--- src/rtl/tdm_burst_scheduler_if.sv ---
// rtl/tdm_burst_scheduler_if.sv - lane inputs and TDM link outputs of the burst scheduler
interface tdm_burst_scheduler_if;
  logic [7:0] i_din0;
  logic       i_din0_valid;
  logic [7:0] i_din1;
  logic       i_din1_valid;
  logic [7:0] o_dout;
  logic       o_dout_valid;
  logic       o_dout_ch;
  logic       o_slot_start;
  logic [1:0] o_ovf;

  modport master (
    output i_din0, i_din0_valid, i_din1, i_din1_valid,
    input  o_dout, o_dout_valid, o_dout_ch, o_slot_start, o_ovf
  );

  modport slave (
    input  i_din0, i_din0_valid, i_din1, i_din1_valid,
    output o_dout, o_dout_valid, o_dout_ch, o_slot_start, o_ovf
  );
endinterface

--- src/rtl/tdm_burst_scheduler.sv ---
// rtl/tdm_burst_scheduler.sv - two-lane burst merger onto a slotted TDM link
// Work-conserving slots (an empty lane ends its slot early) when TDM_SKIP_EMPTY_EN is defined.
module tdm_burst_scheduler #(
  parameter int DEPTH     = 8,
  parameter int SLOT_LEN  = 4,
  parameter int GUARD_LEN = 1
) (
  input  logic                 i_ss_clk,
  input  logic                 i_rst,
  tdm_burst_scheduler_if.slave bus
);
  localparam int AW     = $clog2(DEPTH);
  localparam int MAXLEN = (SLOT_LEN > GUARD_LEN) ? SLOT_LEN : GUARD_LEN;
  localparam int CW     = $clog2(MAXLEN) + 1;
  localparam logic [AW:0]   FULL_CNT   = (AW+1)'(DEPTH);
  localparam logic [CW-1:0] SLOT_LAST  = CW'(SLOT_LEN - 1);
  localparam logic [CW-1:0] GUARD_LAST = CW'(GUARD_LEN - 1);

  typedef enum logic [1:0] {SLOT0, GAP0, SLOT1, GAP1} state_t;

  state_t        state, state_nxt;
  logic [CW-1:0] cnt, cnt_nxt;
  logic [1:0]    slot_end;

  logic [7:0]    mem    [2][DEPTH];
  logic [AW-1:0] wr_ptr [2];
  logic [AW-1:0] rd_ptr [2];
  logic [AW:0]   count  [2];
  logic [7:0]    din    [2];
  logic [1:0]    din_valid, full, push, pop;

  logic [7:0] dout_q;
  logic       dout_valid_q, dout_ch_q, slot_start_q, rst_q;
  logic [1:0] ovf_q;

  assign din[0]    = bus.i_din0;
  assign din[1]    = bus.i_din1;
  assign din_valid = {bus.i_din1_valid, bus.i_din0_valid};
  assign full      = {count[1] == FULL_CNT, count[0] == FULL_CNT};
  assign pop[0]    = (state == SLOT0) && (count[0] != '0);
  assign pop[1]    = (state == SLOT1) && (count[1] != '0);
  // A full FIFO still takes the word when the same cycle pops one out.
  assign push      = din_valid & (~full | pop);

`ifdef TDM_SKIP_EMPTY_EN
  assign slot_end[0] = (cnt == SLOT_LAST) || (count[0] == '0);
  assign slot_end[1] = (cnt == SLOT_LAST) || (count[1] == '0);
`else
  assign slot_end[0] = (cnt == SLOT_LAST);
  assign slot_end[1] = (cnt == SLOT_LAST);
`endif

  always_ff @(posedge i_ss_clk) begin
    if (i_rst) begin
      state <= SLOT0;
      cnt   <= '0;
    end else begin
      state <= state_nxt;
      cnt   <= cnt_nxt;
    end
  end

  always_comb begin
    state_nxt = state;
    cnt_nxt   = cnt + CW'(1);
    case (state)
      SLOT0: if (slot_end[0]) begin
        state_nxt = GAP0;
        cnt_nxt   = '0;
      end
      GAP0: if (cnt == GUARD_LAST) begin
        state_nxt = SLOT1;
        cnt_nxt   = '0;
      end
      SLOT1: if (slot_end[1]) begin
        state_nxt = GAP1;
        cnt_nxt   = '0;
      end
      GAP1: if (cnt == GUARD_LAST) begin
        state_nxt = SLOT0;
        cnt_nxt   = '0;
      end
    endcase
  end

  always_ff @(posedge i_ss_clk) begin
    for (int n = 0; n < 2; n++) begin
      if (push[n]) mem[n][wr_ptr[n]] <= din[n];
    end
  end

  always_ff @(posedge i_ss_clk) begin
    if (i_rst) begin
      for (int n = 0; n < 2; n++) begin
        wr_ptr[n] <= '0;
        rd_ptr[n] <= '0;
        count[n]  <= '0;
      end
      ovf_q <= '0;
    end else begin
      for (int n = 0; n < 2; n++) begin
        if (push[n]) wr_ptr[n] <= wr_ptr[n] + AW'(1);
        if (pop[n])  rd_ptr[n] <= rd_ptr[n] + AW'(1);
        count[n] <= count[n] + (AW+1)'(push[n]) - (AW+1)'(pop[n]);
      end
      ovf_q <= ovf_q | (din_valid & full & ~pop);
    end
  end

  always_ff @(posedge i_ss_clk) begin
    if (i_rst) begin
      dout_q       <= '0;
      dout_valid_q <= 1'b0;
      dout_ch_q    <= 1'b0;
      slot_start_q <= 1'b0;
    end else begin
      dout_valid_q <= |pop;
      if (pop[0]) begin
        dout_q    <= mem[0][rd_ptr[0]];
        dout_ch_q <= 1'b0;
      end else if (pop[1]) begin
        dout_q    <= mem[1][rd_ptr[1]];
        dout_ch_q <= 1'b1;
      end
      slot_start_q <= ((state_nxt == SLOT0) || (state_nxt == SLOT1)) && (state_nxt != state);
    end
  end

  always_ff @(posedge i_ss_clk) begin
    rst_q <= i_rst;
  end

  // The post-reset slot0 is entered by reset, not by a transition, so flag it from rst_q.
  assign bus.o_slot_start = slot_start_q | (rst_q & ~i_rst);
  assign bus.o_dout       = dout_q;
  assign bus.o_dout_valid = dout_valid_q;
  assign bus.o_dout_ch    = dout_ch_q;
  assign bus.o_ovf        = ovf_q;
endmodule
--- src/flat_wrapper.sv ---
// flat-port wrapper written by rule: the top's interface ports become plain ports
module tdm_burst_scheduler_flat 
#(
  parameter int DEPTH     = 8,
  parameter int SLOT_LEN  = 4,
  parameter int GUARD_LEN = 1
)
  (i_ss_clk, i_rst, bus_i_din0, bus_i_din0_valid, bus_i_din1, bus_i_din1_valid, bus_o_dout, bus_o_dout_valid, bus_o_dout_ch, bus_o_slot_start, bus_o_ovf);
  tdm_burst_scheduler_if bus_i ();
  input  logic i_ss_clk;
  input  logic i_rst;
  input wire logic [$bits(bus_i.i_din0)-1:0] bus_i_din0;
  input wire logic [$bits(bus_i.i_din0_valid)-1:0] bus_i_din0_valid;
  input wire logic [$bits(bus_i.i_din1)-1:0] bus_i_din1;
  input wire logic [$bits(bus_i.i_din1_valid)-1:0] bus_i_din1_valid;
  output wire logic [$bits(bus_i.o_dout)-1:0] bus_o_dout;
  output wire logic [$bits(bus_i.o_dout_valid)-1:0] bus_o_dout_valid;
  output wire logic [$bits(bus_i.o_dout_ch)-1:0] bus_o_dout_ch;
  output wire logic [$bits(bus_i.o_slot_start)-1:0] bus_o_slot_start;
  output wire logic [$bits(bus_i.o_ovf)-1:0] bus_o_ovf;
  assign bus_i.i_din0 = bus_i_din0;
  assign bus_i.i_din0_valid = bus_i_din0_valid;
  assign bus_i.i_din1 = bus_i_din1;
  assign bus_i.i_din1_valid = bus_i_din1_valid;
  assign bus_o_dout = bus_i.o_dout;
  assign bus_o_dout_valid = bus_i.o_dout_valid;
  assign bus_o_dout_ch = bus_i.o_dout_ch;
  assign bus_o_slot_start = bus_i.o_slot_start;
  assign bus_o_ovf = bus_i.o_ovf;
  tdm_burst_scheduler #(.DEPTH(DEPTH), .SLOT_LEN(SLOT_LEN), .GUARD_LEN(GUARD_LEN)) u_core (.i_ss_clk(i_ss_clk), .i_rst(i_rst), .bus(bus_i));
endmodule
--- config.mk ---
export PLATFORM = sky130hd
export DESIGN_NAME = tdm_burst_scheduler_flat
export DESIGN_NICKNAME = d
export VERILOG_FILES = /design/src/rtl/tdm_burst_scheduler_if.sv /design/src/rtl/tdm_burst_scheduler.sv /design/src/flat_wrapper.sv
export SDC_FILE = /design/constraint.sdc
export NUM_CORES = 1
export LEC_CHECK = 0
export ABC_AREA = 1
export CAP_MARGIN = 20
export CORE_MARGIN = 10
export CORE_UTILIZATION = 50
export CTS_CLUSTER_SIZE = 14
export DETAILED_ROUTE_END_ITERATION = 16
export PLACE_DENSITY = 0.68
export RECOVER_POWER = 100
export SLEW_MARGIN = 40
export SYNTH_ARGS = -nofsm -noshare
export SYNTH_HDL_FRONTEND = slang
export SYNTH_SLANG_ARGS = --single-unit
--- constraint.sdc ---
create_clock -name i_ss_clk -period 3.06 [get_ports i_ss_clk]
set_input_delay 0.612 -clock i_ss_clk [delete_from_list [all_inputs] [get_ports i_ss_clk]]
set_output_delay 0.612 -clock i_ss_clk [all_outputs]
set_load 0.02 [all_outputs]
==> metrics, run 1 <==
Critical Path Start Type primary input; per-cell routed wire length 15.7 µm; Worst path max stage delay ~0.65 ns; count of final max-slew check failures 0; clock latency of the later-clocked register in the worst-skew pair 0.42 ns; fmax around 380 MHz; class of the worst hold path reg -> reg; commonest register cell after synthesis sky130_fd_sc_hd__edfxtp_1; Net Count, Synth around 780; final worst path period share 0.863; largest net degree at the start of global routing 36; number of antenna violations at the first check in global routing 0; clock net sink count about 170; post-detail-place hpwl approximately 11000 µm; global-route wire length before repair around 25000 µm; CTS H-tree lvls 4; Cell variety after synth 28; Data required, critical path roughly 2.5 ns; P&R area growth vs syn 14.8%; CP Cell Sequence dlygate4sd3_1 -> clkinv_1 -> a21o_1 -> dlygate4sd3_1; number of placed I/O pins 33; Data arrival, critical path roughly 2 ns; CTS tree done; number of vias per cell between 5 and 6; count of flip-flops with a built-in enable after synthesis 140; power density cells around 920 mW/mm²; diode count 0; final count of hold timing violations 0; total track usage 0.161; accumulated negative setup slack 0 ns; maximum buffer depth of the clock tree 2; Multi-input gate area around 0.002 mm²; via count of the routed design between 4000 and 5000; largest driver fanout on the critical path 2; GR Overflow Total 0; # Max-Cap Violations 0; initial DRC count 530; nets@finish between 800 and 900; Slew @ Worst Pin between 0.9 and 1 ns; result of the run finished clean; portion of synthesized cell area occupied by the leading cell type 0.572; standby leakage power 3.66 nW; Synth Warn # 0; number of cells produced by synthesis 737; total core area ~0.014 mm²; worst setup skew after layout between 0.006 and 0.007 ns; crit end category output port; remaining design rule violation count 0; kind of critical path in -> out; count of antenna-violating nets left after detailed routing 0; area of the mapped netlist approximately 0.0074 mm²; top cells by instance count after synthesis sky130_fd_sc_hd__nand2_1 (222), sky130_fd_sc_hd__edfxtp_1 (140), sky130_fd_sc_hd__inv_1 (108), sky130_fd_sc_hd__nand3_1 (92), sky130_fd_sc_hd__nor2_1 (47); share of the yosys chip area belonging to registers 0.645; post-synthesis average cell area 9.98 µm²; Clock Root Buffer sky130_fd_sc_hd__clkbuf_16; Finish-stage setup viols 0; FF+latch count, synth ~170; Die ar. 0.0200 mm²; time the final worst path needs with I/O delays and setup ~2.6 ns; via count of the first global-routing pass around 4900; ratio of cells with drive above 1 in the final layout 0.0599; post-cts gate resize count 0; master of the slowest instance on the critical path sky130_fd_sc_hd__dlygate4sd3_1; quantity of hold-fixing buffers added after cts 0; Synth area leaders sky130_fd_sc_hd__edfxtp_1 (57%), sky130_fd_sc_hd__nand2_1 (11%), sky130_fd_sc_hd__dfxtp_1 (7.4%); unrepaired setup endpoints after global routing false; total clock buffers created by CTS 17; postcts setup bufs 0; Layout Utilization 0.583; cell with the most instances after synthesis sky130_fd_sc_hd__nand2_1; startpoint of the most critical register-to-register path u_core.rd_ptr[0][0]$_SDFFCE_PN0P_; Die Height ~140 µm; crit path launch i_rst; # rows 44; Post-Route WL 15200 µm; hold path start u_core.cnt[0]$_SDFF_PP0_; largest area contributor in the synthesized netlist sky130_fd_sc_hd__edfxtp_1; port bufs 32; Max rail drop VDD 538 µV; Async SR Flop Fraction 0; cell repeated most along the worst path sky130_fd_sc_hd__dlygate4sd3_1; worst rel slew slack 0.384; Starting Density 0.508; Sequential cell area approximately 0.0047 mm²; clock transition at the registers of the reported paths ~0.060 ns; first-pass iteration count of the detailed router 5; final RePlAce weighted congestion around 0.8; Layout fillers 1222; Die W 141 µm
==> layer usage <==
metal  part of all wire  vias to the layer above  global-route usage  wire [µm]
li1                   -                     2432                   -          -
met1               0.44                     2240               0.210       6720
met2               0.46                      185               0.249       7020
met3              0.077                       28              0.0447       1170
met4              0.021                        0              0.0668        324
met5                  0                        -                   0          0
==> cell usage in the layout (no fill, tap or decap), types with 3 or more instances in the layout <==
cell type / instances
sky130_fd_sc_hd__nand2_1: 224
sky130_fd_sc_hd__inv_2: 14
sky130_fd_sc_hd__dfxtp_1: 27
sky130_fd_sc_hd__a21oi_1: 4
sky130_fd_sc_hd__clkbuf_1: 10
sky130_fd_sc_hd__clkinvlp_4: 3
sky130_fd_sc_hd__inv_1: 111
sky130_fd_sc_hd__o21ai_0: 10
sky130_fd_sc_hd__clkbuf_16: 17
sky130_fd_sc_hd__ha_1: 20
sky130_fd_sc_hd__dlygate4sd3_1: 30
sky130_fd_sc_hd__nand3_1: 93
sky130_fd_sc_hd__bufinv_16: 5
sky130_fd_sc_hd__xnor2_1: 5
sky130_fd_sc_hd__edfxtp_1: 140
sky130_fd_sc_hd__nor2_1: 47
==> metrics by stage <==
step	power (mW)	hold slack [ns]	setup slack (ns)	cells	instance area, µm²
after global routing	8.30	0.493	0.296	968	8440
final	7.75	0.468	0.418	968	8440
after CTS	7.85	0.467	0.622	968	8480
after floorplan	4.85	0.417	1.13	737	7350
after global placement	5.46	0.429	0.506	936	7840
after detailed placement	5.56	0.457	0.428	936	7840
==> path summary, 6_finish.rpt <==
check / to / slack (ns) / cells past startpoint
max reg2reg: u_core.bus.o_dout[5]$_SDFFE_PP0P_ / 0.53 / 9
min: u_core.cnt[0]$_SDFF_PP0_ / 0.47 / 1
min reg2reg: u_core.cnt[0]$_SDFF_PP0_ / 0.47 / 1
max: bus_o_slot_start / 0.42 / 4
==> state kept, by name, summed over array words and instances (netlist names) <==
register / flops
u_core.bus.o_dout_valid: 1
u_core.state: 2
u_core.cnt: 3
u_core.rd_ptr: 6
u_core.slot_start_q: 1
u_core.rst_q: 1
u_core.bus.o_dout_ch: 1
u_core.wr_ptr: 6
u_core.bus.o_dout: 8
u_core.mem: 128
u_core.bus.o_ovf: 2
u_core.count: 8
==> critical path: cells and delay by family <==
family                 cells  cell delay [ns]
AOI/OAI and AO/OA          1             0.15
buffers and inverters      3             1.27
==> cells by family (layout without fill, tap and decap cells) <==
group                    Yosys count  after routing  synth area share
adder cells (fa/ha/maj)           22             22            0.0395
flip-flops                       167            167             0.645
XOR/XNOR                           6              6           0.00715
buffers and inverters            152            199            0.0819
AND/OR/NAND/NOR                  368            368             0.207
AO/OA/AOI/OAI                     22             22            0.0187
==> cell type report <==
| cell class | instances | area share |
|---|---|---|
| clock buffer | 21 | 0.0522 |
| clock inverter | 11 | 0.0236 |
| inverter | 126 | 0.0560 |
| multi-input combinational | 418 | 0.236 |
| sequential | 167 | 0.562 |
| tap | 184 | 0.0273 |
| timing repair buffer | 41 | 0.0430 |
==> power by group <==
part | internal (mW) | total [mW] | switching, mW
clock | 1.45 | 2.27 | 0.821
combinational | 0.819 | 2.45 | 1.63
sequential | 2.82 | 3.03 | 0.209
Note: power is estimated with default switching activity, not from simulation.
==> run 2, diff against run 1 <==
TNS_END_PERCENT = 5   (was not set)
==> results of run 2 <==
The final DEF is identical to that of run 1; final timing and power are the same.
